==> src/rtl/axis_adc_4ch_decimator_if.sv <==
// axis_adc_4ch_decimator_if: AXI-Stream bus for the decimator; tlast exists only with AXIS_DECIM_TLAST_EN
interface axis_adc_4ch_decimator_if;
    logic        tvalid;
    logic        tready;
    logic [63:0] tdata;
`ifdef AXIS_DECIM_TLAST_EN
    logic        tlast;
    modport master (output tvalid, output tdata, output tlast, input tready);
`else
    modport master (output tvalid, output tdata, input tready);
`endif
    modport slave (input tvalid, input tdata, output tready);
endinterface

==> src/rtl/axis_adc_4ch_decimator.sv <==
// axis_adc_4ch_decimator: 4-channel boxcar decimator with shift/saturate; AXIS_DECIM_TLAST_EN adds packet tlast
module axis_adc_4ch_decimator #(
    parameter int CNTR_WIDTH = 16,
    parameter int SAT_WIDTH  = 16
`ifdef AXIS_DECIM_TLAST_EN
    , parameter int PKT_LEN  = 1024
`endif
) (
    input  logic                  aclk,
    input  logic                  areset,
    input  logic                  cfg_enable,
    input  logic [CNTR_WIDTH-1:0] cfg_ratio,
    input  logic [4:0]            cfg_shift,
    axis_adc_4ch_decimator_if.slave  s_axis,
    axis_adc_4ch_decimator_if.master m_axis,
    output logic                  sts_overflow
);
    localparam int AW = 16 + CNTR_WIDTH;
    localparam logic [0:0] IDLE = 1'b0;
    localparam logic [0:0] ACC  = 1'b1;
    localparam logic signed [AW-1:0] SMAX = {{(AW-SAT_WIDTH+1){1'b0}}, {(SAT_WIDTH-1){1'b1}}};
    localparam logic signed [AW-1:0] SMIN = {{(AW-SAT_WIDTH+1){1'b1}}, {(SAT_WIDTH-1){1'b0}}};

    logic [0:0]             state_q, state_d;
    logic                   ready_q, ready_d;
    logic [CNTR_WIDTH-1:0]  cnt_q, cnt_d, n_lat_q, n_lat_d;
    logic signed [AW-1:0]   acc_q [4];
    logic signed [AW-1:0]   acc_d [4];
    logic                   valid_q, valid_d;
    logic [63:0]            data_q, data_d;
    logic                   ovf_q, ovf_d;
    logic                   accept, first, done, load;
    logic [CNTR_WIDTH-1:0]  n_cur, cnt_nxt;
    logic signed [AW-1:0]   smp, sh;
    logic [63:0]            result;

    // Block counting, per-channel sums, scale/saturate and the single-entry output register
    always_comb begin
        accept  = state_q == ACC && cfg_enable && s_axis.tvalid && ready_q;
        first   = cnt_q == '0;
        n_cur   = first ? cfg_ratio : n_lat_q;
        cnt_nxt = cnt_q + 1'b1;
        done    = accept && (cnt_nxt == n_cur || n_cur == '0);
        state_d = cfg_enable ? ACC : IDLE;
        ready_d = 1'b1;
        n_lat_d = ((state_q == IDLE && cfg_enable) || (accept && first)) ? cfg_ratio : n_lat_q;
        cnt_d   = (!cfg_enable || done) ? '0 : accept ? cnt_nxt : cnt_q;
        result  = '0;
        smp     = '0;
        sh      = '0;
        for (int c = 0; c < 4; c++) begin
            smp      = {{CNTR_WIDTH{s_axis.tdata[16*c+15]}}, s_axis.tdata[16*c +: 16]};
            acc_d[c] = !accept ? acc_q[c] : first ? smp : acc_q[c] + smp;
            sh       = acc_d[c] >>> cfg_shift;
            result[16*c +: 16] = sh > SMAX ? SMAX[15:0] : sh < SMIN ? SMIN[15:0] : sh[15:0];
        end
        load    = done && (!valid_q || m_axis.tready);
        valid_d = load || (valid_q && !m_axis.tready);
        data_d  = load ? result : data_q;
        ovf_d   = cfg_enable && (ovf_q || (done && !load));
    end

    // State registers with synchronous reset
    always_ff @(posedge aclk) begin
        if (areset) begin
            state_q <= IDLE;
            ready_q <= 1'b0;
            cnt_q   <= '0;
            n_lat_q <= '0;
            acc_q   <= '{default: '0};
            valid_q <= 1'b0;
            data_q  <= '0;
            ovf_q   <= 1'b0;
        end else begin
            state_q <= state_d;
            ready_q <= ready_d;
            cnt_q   <= cnt_d;
            n_lat_q <= n_lat_d;
            acc_q   <= acc_d;
            valid_q <= valid_d;
            data_q  <= data_d;
            ovf_q   <= ovf_d;
        end
    end

    assign s_axis.tready = ready_q;
    assign m_axis.tvalid = valid_q;
    assign m_axis.tdata  = data_q;
    assign sts_overflow  = ovf_q;

`ifdef AXIS_DECIM_TLAST_EN
    localparam int BW = $clog2(PKT_LEN + 1);
    localparam logic [BW-1:0] LAST = BW'(PKT_LEN - 1);
    logic [BW-1:0] beat_q, beat_d;

    // Count accepted output beats; dropped results never reach the register so never count
    always_comb beat_d = !cfg_enable ? '0 : (valid_q && m_axis.tready) ? (beat_q == LAST ? '0 : beat_q + 1'b1) : beat_q;

    // Beat counter register
    always_ff @(posedge aclk) beat_q <= areset ? '0 : beat_d;

    assign m_axis.tlast = beat_q == LAST;
`endif
endmodule

==> src/flat_wrapper.sv <==
// flat-port wrapper written by rule: the top's interface ports become plain ports
module axis_adc_4ch_decimator_flat 
#(
    parameter int CNTR_WIDTH = 16,
    parameter int SAT_WIDTH  = 16

)
  (aclk, areset, cfg_enable, cfg_ratio, cfg_shift, sts_overflow, s_axis_tvalid, s_axis_tdata, s_axis_tready, m_axis_tvalid, m_axis_tdata, m_axis_tready);
  axis_adc_4ch_decimator_if s_axis_i ();
  axis_adc_4ch_decimator_if m_axis_i ();
  input  logic aclk;
  input  logic areset;
  input  logic cfg_enable;
  input  logic [CNTR_WIDTH-1:0] cfg_ratio;
  input  logic [4:0] cfg_shift;
  output logic sts_overflow;
  input wire logic [$bits(s_axis_i.tvalid)-1:0] s_axis_tvalid;
  input wire logic [$bits(s_axis_i.tdata)-1:0] s_axis_tdata;
  output wire logic [$bits(s_axis_i.tready)-1:0] s_axis_tready;
  output wire logic [$bits(m_axis_i.tvalid)-1:0] m_axis_tvalid;
  output wire logic [$bits(m_axis_i.tdata)-1:0] m_axis_tdata;
  input wire logic [$bits(m_axis_i.tready)-1:0] m_axis_tready;
  assign s_axis_i.tvalid = s_axis_tvalid;
  assign s_axis_i.tdata = s_axis_tdata;
  assign s_axis_tready = s_axis_i.tready;
  assign m_axis_tvalid = m_axis_i.tvalid;
  assign m_axis_tdata = m_axis_i.tdata;
  assign m_axis_i.tready = m_axis_tready;
  axis_adc_4ch_decimator #(.CNTR_WIDTH(CNTR_WIDTH), .SAT_WIDTH(SAT_WIDTH)) u_core (.aclk(aclk), .areset(areset), .cfg_enable(cfg_enable), .cfg_ratio(cfg_ratio), .cfg_shift(cfg_shift), .s_axis(s_axis_i), .m_axis(m_axis_i), .sts_overflow(sts_overflow));
endmodule
==> config.mk <==
export PLATFORM = sky130hd
export DESIGN_NAME = axis_adc_4ch_decimator_flat
export DESIGN_NICKNAME = d
export VERILOG_FILES = /design/src/rtl/axis_adc_4ch_decimator_if.sv /design/src/rtl/axis_adc_4ch_decimator.sv /design/src/flat_wrapper.sv
export SDC_FILE = /design/constraint.sdc
export NUM_CORES = 1
export LEC_CHECK = 0
export BUFFER_PORTS_ARGS = -buffer_cell sky130_fd_sc_hd__clkbuf_2
export CORE_MARGIN = 8
export CORE_UTILIZATION = 50
export DETAILED_ROUTE_END_ITERATION = 12
export PLACE_DENSITY = 0.67
export SYNTH_ARGS = -nofsm -noshare
export SYNTH_HDL_FRONTEND = slang
export SYNTH_SLANG_ARGS = --single-unit
export TNS_END_PERCENT = 1
==> constraint.sdc <==
create_clock -name aclk -period 10.5 [get_ports aclk]
set_input_delay 2.1 -clock aclk [delete_from_list [all_inputs] [get_ports aclk]]
set_output_delay 2.1 -clock aclk [all_outputs]
set_load 0.02 [all_outputs]
; ---- After elaboration in Yosys (flattened, before gate mapping)
; Cells that the tools add are included.
[word_totals]
ff_bits = 228
latch_bits = 0
ramBits = 0
romBits = 0
input_bits = 90
word_cells = 72
mem_count = 0
[op_classes]
add_sub_neg = 5
multipliers = 0
div = 0
order_cmp = 8
eq_ne = 1
shifts = 4
mux = 19
bitwise_logic = 1
n_reduce_logical = 23
[ops]
columns = cell, n
row1 = 32-bit two-way mux, 8
row2 = 16-bit two-way mux, 9
row3 = 32-bit by 16-bit adder with 32-bit output, 4
row4 = "32-bit by 16-bit greater-than comparator with 1-bit output, second input constant", 4
row5 = "32-bit by 16-bit < comparator with 1-bit output, second input constant", 4
row6 = 32-bit by 5-bit >>> shifter with 32-bit output, 4
row7 = 16-bit zero test, 2
row8 = "16-bit by 1-bit adder with 16-bit output, second input constant", 1
row9 = 16-bit equality test, 1
row10 = 1-bit logical AND, 10
row11 = 1-bit logical OR, 6
row12 = 1-bit zero test, 4
row13 = 1-bit two-way mux, 2
row14 = 2-bit OR reduction, 1
row15 = 1-bit inverter, 1

; ---- Longest topological paths before layout
; Gate-level depths: netlist of the first run.
[depth]
ltp_word = 10
depth_mapped = 20
depth_no_buf = 16

; ---- Worst setup path after synthesis of the first run
; OpenSTA, ideal clock, no wires.
[synth_path]
path_kind = input -> register
from = input port s_axis_tdata[32]
to = register u_core.data_q[47] (netlist: u_core.m_axis.tdata[47])
arrival_time_ns = 6.262
required_time_ns = 10.433
path_slack_ns = 4.171
path_stages = 17
n_path_buf = 1
cell_sequence = ha_1 fa_1 a21o_1 a221o_1 a221oi_2 nor3_1 or4_1 a21oi_1 o21ai_1 a21oi_1 a211oi_1 a211o_1 or4_1 o41ai_4 buf_6 o21ai_2 a21oi_2
[synth_between]
elab_chain_len = 7
elab_cells_between_ends = 8
cone_classes = 1 x add/sub / 2 x order compare / 1 x shift / 4 x mux
[synth_rtl]
columns = element, line_no
row1 = from (decl), flat_wrapper.sv:18  ; input wire logic [$bits(s_axis_i.tdata)-1:0] s_axis_tdata;
row2 = 32-bit by 16-bit adder with 32-bit output, axis_adc_4ch_decimator.sv:53  ; acc_d[c] = !accept ? acc_q[c] : first ? smp : acc_q[c] + smp;
row3 = 32-bit two-way mux * (2 in a row), axis_adc_4ch_decimator.sv:53
row4 = 32-bit by 5-bit >>> shifter with 32-bit output *, axis_adc_4ch_decimator.sv:54  ; sh = acc_d[c] >>> cfg_shift;
row5 = 32-bit by 16-bit < comparator with 1-bit output, axis_adc_4ch_decimator.sv:55  ; result[16*c +: 16] = sh > SMAX ? SMAX[15:0] : sh < SMIN ? SMIN[15:0] : sh[15:0];
row6 = 16-bit two-way mux, axis_adc_4ch_decimator.sv:55
row7 = 16-bit two-way mux *, axis_adc_4ch_decimator.sv:55
row8 = to (signal assigned), axis_adc_4ch_decimator.sv:81  ; data_q <= data_d;
row9 = to (decl), axis_adc_4ch_decimator.sv:30  ; logic [63:0] data_q, data_d;
; Mark *: on every way between the ends. The rest lies on a longest branch, timed or not.
; A chain may end at the register's enable or synchronous reset.

; ---- Worst setup path in the final report of the first run
[layout_path]
from = input port s_axis_tdata[47]
to = register u_core.data_q[44] (netlist: u_core.m_axis.tdata[44])
; Same word-level chain as after synthesis.

==> results.tsv, run 1 <==
stage	metric	value	unit
status	status	complete, no violations	
cts	cts_tree	yes	
cts	htree_levels	1	
drt	wire_per_inst	25.6	um
yosys	synth-edff-count	0	
timing	fin_setup_tns	0	ps
worst_setup_path	crit_family	compound AO/OA/AOI/OAI gates	
drt	wl	118	mm
worst_setup_path	critical_path_class	in2reg	
power	p_total	2.69	mW
die	core_area	54800	sq um
yosys	synth-seq-area-share	16.6	%
cts	cts-resized-gates	0	
cells_and_area	final_common_cell	nand2_1	
cells_and_area	nets	4098	
cells_and_area	area_growth	6.61	%
die	start_util	50.2	%
timing	report.final.hold_viol_count	0	
cts	cts_hold_buf	0	
placement	placed_cells	4549	
worst_setup_path	cp-end-kind	flip-flop	
cells_and_area	stdcell_count	4608	
grt	antenna_found_initial	3	
cells_and_area	layout_common_cells	nand2_1 (484), nor2_1 (478), a21oi_1 (356), o21ai_0 (328), dfxtp_1 (228)	
die	dieWidth	250	um
power	p_sw	959	uW
timing	hold-worst-slack	507	ps
worst_setup_path	crit_path_start_kind	input port	
power	seqPwrFrac	33.0	%
drt	drtIter0Drc	3870	
grt	grt_pass1_wl	180	mm
power	swShare	35.6	%
worst_setup_path	cp_max_fo	26	
worst_setup_path	slowest_stage	o41ai_4	
timing	fin_crit_sh	71.3	%
die	die_h	250	um
timing	slew_violations	0	
min_path	min_path_type	reg2reg	
die	io_pins	157	
cells_and_area	drive_above_1_share	10.5	%
grt	first_global_vias	29800	
worst_setup_path	critPathBufInv	1	
cts	clk_latency	620	ps
drt	vias_per_cell	7.01	
power	ir_worst_vdd	0.000124	V
power	p_comb_share	25.6	%
grt	grt_overflow	0	
yosys	ys_ff_latch	228	
drt	firstDrtPassIters	6	
yosys	synth_cell_types	102	
cts	cts.sinks	228	
grt	met2_usage	54.2	%
grt	grt_use_met1	45.8	%
yosys	syn_area_per_cell	6.94	sq um
yosys	yosys.area.top_type_share	16.6	%
die	dieArea	62700	sq um
die	std_cell_rows	86	
worst_setup_path	cp_cell_sequence	clkbuf_2 > ha_1 > nand4_1 > nor2_1 > or4b_1 > a21oi_1 > o311a_1 > and2_1 > a221oi_1 > a221oi_1 > a21oi_1 > or4_1 > o41ai_4 > o211ai_1 > o211a_1	
cts	clockBufferDepth	3	
placement	portBuffers	156	
timing	rsz0062_at_grt	false	
grt	met3_usage	7.52	%
cts	post-cts-setup-buffer-count	0	
yosys	ys_warn_count	0	
grt	grt.total_usage	35.7	%
cts	cts_made_buffers	31	
power	clkPwrFrac	41.4	%
yosys	synth-main-ff-cell	dfxtp_1	
worst_setup_path	cpPeakStageDelay	820	ps
drt	ant_nets	0	
grt	grt_busiest_layer	met2	
cts	clk_pin_slew	60	ps
placement	place_hpwl	86.7	mm
drt	vias	32300	
yosys	syn_inst	3962	
timing	final-setup-viol-count	0	
timing	fin_crit	7490	ps
cts	cts-root-buf	clkbuf_16	
timing	worstMarginPinSlew	1280	ps
power	internal_power	1.73	mW
run	drv_cap	0	
timing	fmax	0.133	GHz
yosys	ys_async_sr_fraction	0	%
power	power_density	91.8	nW/um^2
worst_setup_path	arrival	7990	ps
yosys	yosysTopAreaCell	dfxtp_1	
placement	globalplace.congestion	1.04	
timing	slew_headroom	13.8	%
power	leakagePower	11.5	nW
timing	clock_skew	18.0	ps
yosys	synthTopCellsByArea	dfxtp_1 (17%), nand2_1 (6.6%), nor2_1 (6.5%)	
drt	drc_errors	0	
worst_setup_path	critical_path_required	11000	ps
yosys	syn-num-nets	4182	
yosys	syn-cell-area	27500	sq um
grt	grt_max_degree	92	
[stage by stage]
step | setup WS (ps) | area (sq um) | utilization [%]
5_1_grt | 2710 | 29300 | 53.5
2_1_floorplan | 4170 | 27500 | -
6_report | 3010 | 29300 | 53.5
4_1_cts | 3210 | 29300 | 53.5
3_3_place_gp | 2670 | 28300 | 51.6
3_5_place_dp | 2620 | 28300 | 51.6
[cell usage after synthesis (25+ instances only)]
cell and count:
ha_1 126, buf_2 37, mux4_2 31, and2_1 39, nand2b_1 26, a22oi_1 25
clkbuf_1 230, nand4_1 79, buf_1 42, xor2_1 34, o21a_1 56, a21o_1 65
a31oi_1 53, nor4_1 33, dfxtp_1 228, mux2_2 44, o211ai_1 77, a211oi_1 83
nand2_1 484, mux2i_1 144, inv_1 41, and3_1 40, or3_1 34, nor3_1 94
o22ai_1 32, xnor2_1 57, nand3_1 102, a21oi_1 356, o21ai_0 328, nor2_1 478
[final timing paths]
path                                                      from                                    to  slack [ps]  cells after the start
worst max-delay path                          s_axis_tdata[47]  u_core.m_axis.tdata[44]$_SDFFE_PP0P_        3010                     15
worst min-delay path            u_core.n_lat_q[7]$_SDFFE_PP0P_        u_core.n_lat_q[7]$_SDFFE_PP0P_         510                      2
worst max register to register    u_core.cnt_q[0]$_SDFFE_PP0P_   u_core.m_axis.tdata[9]$_SDFFE_PP0P_        3780                     18
worst min register to register  u_core.n_lat_q[7]$_SDFFE_PP0P_        u_core.n_lat_q[7]$_SDFFE_PP0P_         510                      2
[registers in the layout, summed over array words and instances (netlist names)]
register,flops
u_core.m_axis.tdata,64
u_core.n_lat_q,16
u_core.m_axis.tvalid,1
u_core.state_q,1
u_core.sts_overflow,1
u_core.s_axis.tready,1
u_core.acc_q,128
u_core.cnt_q,16
[kinds of logic after synthesis]
kind of cell             synth area share, %
AND/OR/NAND/NOR                         25.4
AO/OA/AOI/OAI                           34.1
buffers and inverters                   5.36
flip-flops                              16.6
multiplexers                            9.59
adder cells (fa/ha/maj)                 6.03
XOR/XNOR                                2.90
[metal layers]
metal,part of all wire [%],wire length [um]
met5,0,0
met4,7.7,9090
met3,10,11900
met2,42,49600
met1,40,47100
[cell type report]
cell class	count	area [sq um]
Fill cell	5452	25500
Multi-Input combinational cell	3372	21500
Sequential cell	228	4560
Timing Repair Buffer	203	1170
Tap cell	704	881
Clock buffer	40	870
Clock inverter	17	169
Inverter	42	165
Antenna cell	2	5.00
[power groups by stage]
stage | logic, mW | clock network [mW] | registers [mW]
6_report | 0.688 | 1.11 | 0.888
5_1_grt | 0.733 | 1.15 | 0.889
4_1_cts | 0.661 | 1.11 | 0.887
3_5_place_dp | 0.658 | 0 | 0.907
3_3_place_gp | 0.658 | 0 | 0.906
2_1_floorplan | 0.460 | 0 | 0.903
[worst register-to-register path: stages, from the launching register on]
cell	delay, ps
dfxtp_1	360
inv_1	100
ha_1	210
or4b_4	550
nor4_4	570
buf_4	550
mux2i_1	500
xnor2_1	210
nand4_1	120
nor3_1	210
nand4_1	190
a211oi_4	720
buf_4	710
nand2_1	190
nand4bb_1	210
nor4_1	300
nand3_1	120
o31a_1	520
o21a_1	300
No activity file was read; power rests on OpenSTA's default activity.
==> run 2, diff against run 1 <==
--- a/config.mk
+++ b/config.mk
@@ -9,7 +9,7 @@
 export CORE_MARGIN = 8
 export CORE_UTILIZATION = 50
 export DETAILED_ROUTE_END_ITERATION = 12
-export PLACE_DENSITY = 0.67
+export PLACE_DENSITY = 0.7
 export SYNTH_ARGS = -nofsm -noshare
 export SYNTH_HDL_FRONTEND = slang
 export SYNTH_SLANG_ARGS = --single-unit
==> constraint.sdc (replaced) <==
create_clock -name aclk -period 6.8 [get_ports aclk]
set_input_delay 1.36 -clock aclk [delete_from_list [all_inputs] [get_ports aclk]]
set_output_delay 1.36 -clock aclk [all_outputs]
set_load 0.02 [all_outputs]
==> run 2 against run 1 <==
Against the previous run: utilization rose by 1.5 points; sequential share of layout area fell by 0.43 points; setup slack got worse by 2200 ps; critical path type unchanged; largest cell class unchanged; highest routed layer unchanged.
==> results.tsv, run 2 (synthesis gave the netlist of run 1 again) <==
stage	metric	value	unit
power	p_total	4.36	mW
die	dieWidth	250	um
timing	clock_skew	34.4	ps
status	status	complete, no violations	
drt	firstDrtPassIters	7	
power	leakagePower	12.1	nW
grt	grt.total_usage	36.6	%
timing	rsz0062_at_grt	false	
cts	clockBufferDepth	3	
drt	dr_wl_met3	13.1	mm
drt	wire_per_inst	25.8	um
worst_setup_path	crit_family	compound AO/OA/AOI/OAI gates	
cts	cts-resized-gates	0	
drt	wl_met1	49.7	mm
grt	grt_overflow	0	
cells_and_area	final_util	55.0	%
cts	post-cts-setup-buffer-count	0	
timing	slew_headroom	20.1	%
cts	cts.sinks	228	
timing	fmax	0.168	GHz
drt	vias_per_cell	6.95	
drt	drc_errors	0	
worst_setup_path	cp_common_cell	a211oi_1	
timing	fin_crit	5970	ps
grt	grt_max_degree	121	
worst_setup_path	cp_max_fo	16	
worst_setup_path	cp-end-kind	flip-flop	
worst_setup_path	critical_path_required	7320	ps
die	start_util	50.2	%
cells_and_area	largest-register	u_core.acc_q	
timing	fin_setup_tns	0	ps
placement	portBuffers	156	
worst_setup_path	cpPeakStageDelay	610	ps
drt	dr_wl_met2	51.9	mm
power	ir_worst_vdd	0.000189	V
cts	cts-root-buf	clkbuf_16	
cells_and_area	largest_register_ffs	128	
power	power_density	145	nW/um^2
drt	ant_nets	0	
cells_and_area	area_growth	9.67	%
timing	slew_violations	0	
timing	fin_crit_sh	87.8	%
timing	report.final.hold_viol_count	0	
cts	htree_levels	1	
worst_setup_path	arrival	6480	ps
cells_and_area	stdcell_count	4699	
grt	first_global_vias	29700	
worst_setup_path	critPathBufInv	3	
placement	placed_cells	4640	
cells_and_area	drive_above_1_share	12.4	%
placement	globalplace.congestion	1.07	
drt	vias	32600	
cts	cts_tree	yes	
grt	antenna_found_initial	2	
worst_setup_path	crit_path_start_kind	input port	
timing	worstMarginPinSlew	1190	ps
cts	clk_pin_slew	60	ps
cts	clk_latency	640	ps
worst_setup_path	slowest_stage	ha_1	
placement	place_hpwl	92.2	mm
cells_and_area	fillerInstances	5499	
worst_setup_path	critical_path_class	in2reg	
drt	highest_layer	met4	
cells_and_area	nets	4189	
die	dieArea	62700	sq um
die	die_h	250	um
grt	grt_pass1_wl	183	mm
die	core_area	54800	sq um
cells_and_area	layout_common_cells	nand2_1 (484), nor2_1 (478), a21oi_1 (356), o21ai_0 (327), dfxtp_1 (228)	
drt	wl	121	mm
min_path	min_path_type	reg2reg	
cells_and_area	final_common_cell	nand2_1	
cts	cts_hold_buf	0	
run	drv_cap	0	
timing	final-setup-viol-count	0	
drt	drtIter0Drc	4565	
worst_setup_path	cp_cell_sequence	clkbuf_2 > ha_1 > nand4_1 > nor4_1 > inv_1 > a211oi_1 > buf_4 > or2_1 > mux2i_1 > a31oi_1 > and2_1 > a211oi_1 > nand4_1 > or3b_1 > o311ai_2 > o211ai_1 > a211oi_1	
die	io_pins	157	
cts	cts_made_buffers	31	
die	std_cell_rows	86	
[run 2: power by group]
part / switching, mW / leakage (nW) / total [mW] / internal (mW)
clock network: 0.729 / 0.556 / 1.89 / 1.16
logic: 0.746 / 9.67 / 1.11 / 0.361
registers: 0.0155 / 1.84 / 1.37 / 1.36
[run 2: final timing paths]
check	from	end	slack, ps	cells past startpoint
worst max register to register	u_core.cnt_q[0]$_SDFFE_PP0P_	u_core.m_axis.tdata[59]$_SDFFE_PP0P_	930	18
worst min register to register	u_core.m_axis.tdata[62]$_SDFFE_PP0P_	u_core.m_axis.tdata[62]$_SDFFE_PP0P_	500	2
worst min-delay path	u_core.m_axis.tdata[62]$_SDFFE_PP0P_	u_core.m_axis.tdata[62]$_SDFFE_PP0P_	500	2
worst max-delay path	s_axis_tdata[63]	u_core.m_axis.tdata[59]$_SDFFE_PP0P_	830	17
[run 2: worst min-delay path: cells and delay by family (launching register included)]
kind             cells  cell delay, ps
flip-flops           1             310
AND/OR/NAND/NOR      1             100
AO/OA/AOI/OAI        1              40
[run 2: metrics by stage]
step	hold slack [ps]	cell area, sq um	setup WS [ps]
4_1_cts	499	30100	1030
6_report	497	30100	832
5_1_grt	515	30100	526
2_1_floorplan	460	27500	1210
3_3_place_gp	475	29000	430
3_5_place_dp	490	29000	416
[run 2: area by class of cell]
| type | count | area [sq um] | share of cell area (%) |
|---|---|---|---|
| sequential | 228 | 4560 | 15.1 |
| antenna | 2 | 5.00 | 0.0166 |
| clock buffer | 44 | 875 | 2.90 |
| clock inverter | 13 | 259 | 0.859 |
| inverter | 42 | 165 | 0.548 |
| tap | 704 | 881 | 2.92 |
| timing repair buffer | 294 | 1920 | 6.37 |
| multi-input combinational | 3372 | 21500 | 71.2 |
[run 2: metal layers]
layer,vias up,global-route usage [%]
met4,0,16.6
met1,15300,49.2
met2,2010,56.5
met5,-,0
met3,366,6.57
li1,14900,-
